`config.mk`:
```
export PLATFORM = sky130hd
export DESIGN_NAME = max1271_resp
export DESIGN_NICKNAME = d
export VERILOG_FILES = /design/src/rtl/max1271_resp_pkg.sv /design/src/rtl/max1271_resp_pin_sync_edge.sv /design/src/rtl/max1271_resp.sv
export SDC_FILE = /design/constraint.sdc
export NUM_CORES = 1
export LEC_CHECK = 0
export ABC_AREA = 1
export BUFFER_PORTS_ARGS = -buffer_cell sky130_fd_sc_hd__buf_2
export CAP_MARGIN = 15
export CELL_PAD_IN_SITES_DETAIL_PLACEMENT = 0
export CELL_PAD_IN_SITES_GLOBAL_PLACEMENT = 1
export CORE_ASPECT_RATIO = 0.75
export CORE_MARGIN = 2
export CORE_UTILIZATION = 36
export DETAILED_ROUTE_END_ITERATION = 6
export GPL_ROUTABILITY_DRIVEN = 0
export PLACE_DENSITY = 0.92
export SYNTH_ARGS = -nofsm -noshare
export SYNTH_HDL_FRONTEND = slang
export SYNTH_SLANG_ARGS = --single-unit
```
`constraint.sdc`:
```
create_clock -name FASTCLK -period 2.2 [get_ports FASTCLK]
set_input_delay 0.22 -clock FASTCLK [delete_from_list [all_inputs] [get_ports FASTCLK]]
set_output_delay 0.22 -clock FASTCLK [all_outputs]
set_load 0.1 [all_outputs]
```
`src/rtl/max1271_resp_pkg.sv`:
```
// Shared constants for the MAX1271 slave emulator: state codes, frame sizes
// and control-byte field positions.
package max1271_resp_pkg;

  typedef enum logic [2:0] {
    ST_IDLE = 3'd0,
    ST_HUNT = 3'd1,
    ST_CTRL = 3'd2,
    ST_ACQ  = 3'd3,
    ST_DATA = 3'd4,
    ST_TAIL = 3'd5
  } state_t;

  localparam int unsigned CTRL_BITS = 8;
  localparam int unsigned DATA_BITS = 12;

  localparam int unsigned START_POS = 7;
  localparam int unsigned SEL_HI    = 6;
  localparam int unsigned SEL_LO    = 4;
  localparam int unsigned RNG_POS   = 3;
  localparam int unsigned BIP_POS   = 2;
  localparam int unsigned PD_HI     = 1;
  localparam int unsigned PD_LO     = 0;

  // Bipolar mode turns offset binary into two's complement by flipping the MSB.
  function automatic logic [11:0] code_result(input logic [11:0] v, input logic bip);
    return bip ? {~v[11], v[10:0]} : v;
  endfunction

endpackage

```
`src/rtl/max1271_resp_pin_sync_edge.sv`:
```
// Multi-flop synchronizer for one pin, with rise/fall pulses on the
// synchronized level.
module pin_sync_edge #(
  parameter int unsigned STAGES  = 2,
  parameter logic        RST_VAL = 1'b0
) (
  input  logic FASTCLK,
  input  logic clr_cmax,
  input  logic pin,
  output logic level,
  output logic rise,
  output logic fall
);

  logic [STAGES-1:0] chain;
  logic              prev;

  always_ff @(posedge FASTCLK or posedge clr_cmax) begin
    if (clr_cmax) begin
      chain <= {STAGES{RST_VAL}};
      prev  <= RST_VAL;
    end else begin
      chain <= {chain[STAGES-2:0], pin};
      prev  <= chain[STAGES-1];
    end
  end

  assign level = chain[STAGES-1];
  assign rise  = level & ~prev;
  assign fall  = ~level & prev;

endmodule

```
`src/rtl/max1271_resp.sv`:
```
// MAX1271 serial-ADC slave emulator: decodes the control byte from the
// monitor master and shifts back a 12-bit value taken from CH_VALUE.
module max1271_resp
  import max1271_resp_pkg::*;
#(
  parameter int unsigned SYNC_STAGES = 2,
  parameter int unsigned TAIL_ZEROS  = 4
) (
  input  logic        FASTCLK,
  input  logic        clr_cmax,
  input  logic        ADC_CS_B,
  input  logic        ADC_SCLK,
  input  logic        ADC_DIN,
  input  logic [95:0] CH_VALUE,
  output logic        DOUT,
  output logic        DOUT_OE,
  output logic [7:0]  CTRL_BYTE,
  output logic        CTRL_VALID,
  output logic [15:0] CONV_CNT,
  output logic [2:0]  STATE
);

  localparam logic [4:0] CTRL_LAST = 5'(CTRL_BITS - 1);
  localparam logic [4:0] DATA_LAST = 5'(DATA_BITS - 1);
  localparam logic [4:0] TAIL_LAST = 5'(TAIL_ZEROS - 1);

  logic cs_lvl, cs_rise, cs_fall;
  logic sclk_lvl, sclk_rise, sclk_fall;
  logic din_lvl, din_rise, din_fall;

  pin_sync_edge #(.STAGES(SYNC_STAGES), .RST_VAL(1'b1)) u_cs (
    .FASTCLK(FASTCLK), .clr_cmax(clr_cmax), .pin(ADC_CS_B),
    .level(cs_lvl), .rise(cs_rise), .fall(cs_fall)
  );
  pin_sync_edge #(.STAGES(SYNC_STAGES), .RST_VAL(1'b0)) u_sclk (
    .FASTCLK(FASTCLK), .clr_cmax(clr_cmax), .pin(ADC_SCLK),
    .level(sclk_lvl), .rise(sclk_rise), .fall(sclk_fall)
  );
  pin_sync_edge #(.STAGES(SYNC_STAGES), .RST_VAL(1'b0)) u_din (
    .FASTCLK(FASTCLK), .clr_cmax(clr_cmax), .pin(ADC_DIN),
    .level(din_lvl), .rise(din_rise), .fall(din_fall)
  );

  logic unused_edges;
  assign unused_edges = ^{cs_rise, cs_fall, sclk_lvl, din_rise, din_fall};

  state_t      state, state_n;
  logic [6:0]  shift, shift_n;
  logic [4:0]  cnt, cnt_n;
  logic [11:0] hold, hold_n;
  logic        dout, dout_n;
  logic [7:0]  ctrl_byte, ctrl_byte_n;
  logic        ctrl_valid_n, ctrl_valid;
  logic [15:0] conv_cnt, conv_cnt_n;

  logic [7:0]  byte_full;
  logic [11:0] ch_sel;
  logic [11:0] result;
  logic [3:0]  bit_idx;

  assign byte_full = {shift, din_lvl};
  assign result    = code_result(hold, ctrl_byte[BIP_POS]);
  assign bit_idx   = 4'(DATA_BITS - 1) - cnt[3:0];

  always_comb begin
    ch_sel = '0;
    for (int unsigned n = 0; n < 8; n++) begin
      if (byte_full[SEL_HI:SEL_LO] == 3'(n)) ch_sel = CH_VALUE[n*12 +: 12];
    end
  end

  always_comb begin
    state_n      = state;
    shift_n      = shift;
    cnt_n        = cnt;
    hold_n       = hold;
    dout_n       = dout;
    ctrl_byte_n  = ctrl_byte;
    ctrl_valid_n = 1'b0;
    conv_cnt_n   = conv_cnt;

    // Chip-select high overrides everything: drop any partial frame.
    if (cs_lvl) begin
      state_n = ST_IDLE;
      shift_n = '0;
      cnt_n   = '0;
      dout_n  = 1'b0;
    end else begin
      unique case (state)
        ST_IDLE: state_n = ST_HUNT;
        ST_HUNT: begin
          if (sclk_rise && din_lvl) begin
            shift_n = 7'd1;
            cnt_n   = 5'd1;
            state_n = ST_CTRL;
          end
        end
        ST_CTRL: begin
          if (sclk_rise) begin
            shift_n = byte_full[6:0];
            cnt_n   = cnt + 5'd1;
            if (cnt == CTRL_LAST) begin
              ctrl_byte_n  = byte_full;
              ctrl_valid_n = 1'b1;
              hold_n       = ch_sel;
              cnt_n        = '0;
              state_n      = (byte_full[PD_HI:PD_LO] == 2'b00) ? ST_HUNT : ST_ACQ;
            end
          end
        end
        ST_ACQ: begin
          if (sclk_fall) begin
            dout_n  = 1'b0;
            cnt_n   = '0;
            state_n = ST_DATA;
          end
        end
        ST_DATA: begin
          if (sclk_fall) begin
            dout_n = result[bit_idx];
            cnt_n  = cnt + 5'd1;
            if (cnt == DATA_LAST) begin
              conv_cnt_n = conv_cnt + 16'd1;
              cnt_n      = '0;
              state_n    = (TAIL_ZEROS == 0) ? ST_HUNT : ST_TAIL;
            end
          end
        end
        ST_TAIL: begin
          if (sclk_fall) begin
            dout_n = 1'b0;
            cnt_n  = cnt + 5'd1;
            if (cnt == TAIL_LAST) begin
              cnt_n   = '0;
              state_n = ST_HUNT;
            end
          end
        end
        default: state_n = ST_IDLE;
      endcase
    end
  end

  always_ff @(posedge FASTCLK or posedge clr_cmax) begin
    if (clr_cmax) begin
      state      <= ST_IDLE;
      shift      <= '0;
      cnt        <= '0;
      hold       <= '0;
      dout       <= 1'b0;
      ctrl_byte  <= '0;
      ctrl_valid <= 1'b0;
      conv_cnt   <= '0;
    end else begin
      state      <= state_n;
      shift      <= shift_n;
      cnt        <= cnt_n;
      hold       <= hold_n;
      dout       <= dout_n;
      ctrl_byte  <= ctrl_byte_n;
      ctrl_valid <= ctrl_valid_n;
      conv_cnt   <= conv_cnt_n;
    end
  end

  assign DOUT       = dout;
  assign DOUT_OE    = (state != ST_IDLE);
  assign CTRL_BYTE  = ctrl_byte;
  assign CTRL_VALID = ctrl_valid;
  assign CONV_CNT   = conv_cnt;
  assign STATE      = state;

endmodule

```
==> impl_metrics.ini <==
[sta]
post-route-period-util_pct = 84.6
setup_ws_ns = 0.338
hold_viol_final = 0
setup_viol = 0
rsz0062_at_grt = no
layout_min_cycle_time_ns = 1.86
fmax_mhz = 537
final_max_slew_viol_count = 0
whs_ns = 0.197
worst_slew_pin_slew_ns = 0.844
clock_skew_ns = 0.00467
relSlewSlack_pct = 43.5
tns_ns = 0

[worst_setup_path]
r2r_end = hold[8]
crit_type = flip-flop to flip-flop
cpMostUsedCell = nor2_1
cp_slowest_stage_delay_ns = 0.53
start_kind = flip-flop
r2r_cells = 7
cp.arrival_ns = 2.11
critPathLaunch = cnt[0]
path_cells = ha_1 > nand3_1 > nor2_1 > nand2_4 > inv_1 > nor2_1 > a21oi_1
critPathCaptureType = flip-flop
crit_path_top_delay_cell = dfrtp_1
reg2reg_slack_ns = 0.34
rr_startpoint = cnt[0]
cp_top_family = simple AND/OR/NAND/NOR gates
crit_buf_inv = 1
path_max_fanout = 35
required_ns = 2.45

[routing]
drcViolationCount = 0
drt-wirelength-per-cell_microns = 12.4
drt_iter0_drc = 172
first_pass_iters = 4
viasPerCell = 4.85
ant_nets = 0
finalWirelength_mm = 10.4
dr_total_vias = 4075

[clock_network]
cts_tree = yes
root_buffer = clkbuf_16
postCtsResizedCells = 0
clock_latency_ns = 0.33
cts_setup_buffers = 0
cts_buffers = 9
cts.clk_slew.worst_paths_ns = 0.05
cts.path.max_buffers = 2
hold_buffers = 4
htreeDepth = 3
cts.sinks = 60

[run_status]
outcome = finished clean

[power_and_ir_drop]
p_leak_nw = 2.69
finalPower_mw = 3.39
powerDensity_nw_per_um2 = 668
irDropWorstVdd_mv = 0.934

[cells_and_area]
diodes = 0
syn_to_final_growth_pct = 28.0
final_common_cell = nand2_1
num-fill-cells = 1137
seqCellArea_sq_um = 1500
fin_nets = 803
multi_input_area_sq_um = 2090
final_cell_mix = nand2_1 (158), buf_2 (130), nand3_1 (64)
utilization_pct = 46.9
drive_gt1_share_pct = 26.9

[global_route]
grt_antenna_before_repair = 0
grt_pass1_vias = 3921
grt_overflow = 0
grt_pass1_wl_mm = 17.7
grt_max_degree = 36
grt_use_total_pct = 18.1

[flow_run]
drv_cap = 0

[placed_design]
post-dp-hpwl_mm = 8.27
pre_cts_ws_ns = 0.336
io_buffers = 130

[synth]
ys_seq_area_share_pct = 37.9
ys_types = 33
syn_area_sq_um = 3970
ys.flop_type = dfrtp_1
ys_warn_count = 0
ys_ff_latch = 60
postSynthCellCount = 560
syn-mean-instance-area_sq_um = 7.08
syn-num-nets = 668
synth_edf_count = 0
async_flop_share_pct = 100

[floorplan]
rows = 33
design.die.area_sq_um = 11900
fp.coreArea_sq_um = 10800
initial_core_util_pct = 36.7
pin_count = 131
die_w_microns = 125
die_y_microns = 94.9

[min_path]
min_from = CH_VALUE[87]
hold_class = input port to flip-flop
worstHoldPathCells = 3
hold_path_end = hold[3]
worst reg2reg max path: stages (launching register included):
cell and delay [ns]:
dfrtp_1 0.53, ha_1 0.25, nand3_1 0.12, nor2_1 0.26, nand2_4 0.25, inv_1 0.20, nor2_1 0.06, a21oi_1 0.12
kinds of logic after synthesis:
group                      synth area share [%]
AOI/OAI and AO/OA                          7.29
xor gates and xnor gates                   3.53
buffers and inverters                      9.65
DFF                                        37.9
and+or+nand+nor                            39.4
adders and majority gates                  2.21
worst max-delay path by stage:
stage | cells after the start | slack [ns] | end
finish | 7 | 0.34 | hold[8]
global route | 7 | 0.12 | hold[3]
CTS | 7 | 0.32 | hold[8]
detailed placement | 7 | 0.34 | hold[8]
global placement | 10 | 0.43 | STATE[2]
floorplan | 7 | 0.07 | cnt[1]
power by group:
part / internal [mW] / switching [mW] / total (mW)
clock: 0.753 / 0.487 / 1.24
combinational: 0.270 / 0.651 / 0.921
sequential: 1.15 / 0.0770 / 1.23
flip-flops by register name, indices dropped and copies added, names as in the netlist:
register / count
u_sclk.chain: 2
cnt: 5
u_cs.chain: 2
CTRL_VALID: 1
u_din.chain: 2
DOUT: 1
u_sclk.prev: 1
hold: 12
CONV_CNT: 16
STATE: 3
CTRL_BYTE: 8
shift: 7
per-layer routing:
layer	wire length (microns)	up-vias	global-route usage, %
met1	5130	1892	25.1
met4	94	0	4.63
met2	4670	86	28.5
met3	534	9	4.65
met5	0	-	0
li1	-	2088	-
final cells by class:
type                    instances  share of cell area [%]
well taps                     140                    3.45
inverters                      74                    5.52
repair buffers                141                    14.9
multi-input cells             409                    41.2
clock inverters                 7                   0.863
flip-flops and latches         60                    29.6
clock buffers                   9                    4.44
metrics by stage:
stage / cells / instance area, sq um
6_report: 840 / 5080
5_1_grt: 840 / 5080
4_1_cts: 840 / 5080
3_5_place_dp: 820 / 4770
3_3_place_gp: 820 / 4770
2_1_floorplan: 560 / 3980
cells in the mapped netlist, types with 6 or more instances:
master / instances / area (sq um)
ha_1: 7 / 87.6
inv_1: 62 / 233
nor3_1: 12 / 60.1
buf_4: 6 / 45.0
o21ai_0: 19 / 95.1
nand3_1: 65 / 325
dfrtp_1: 58 / 1450
nor2_1: 50 / 188
a21oi_1: 26 / 130
buf_2: 7 / 35.0
nand2_1: 158 / 593
o21ai_1: 6 / 30.0
xor2_1: 13 / 114
nand4_1: 30 / 188
inv_2: 11 / 41.3
(Power assumes the default switching activity.)
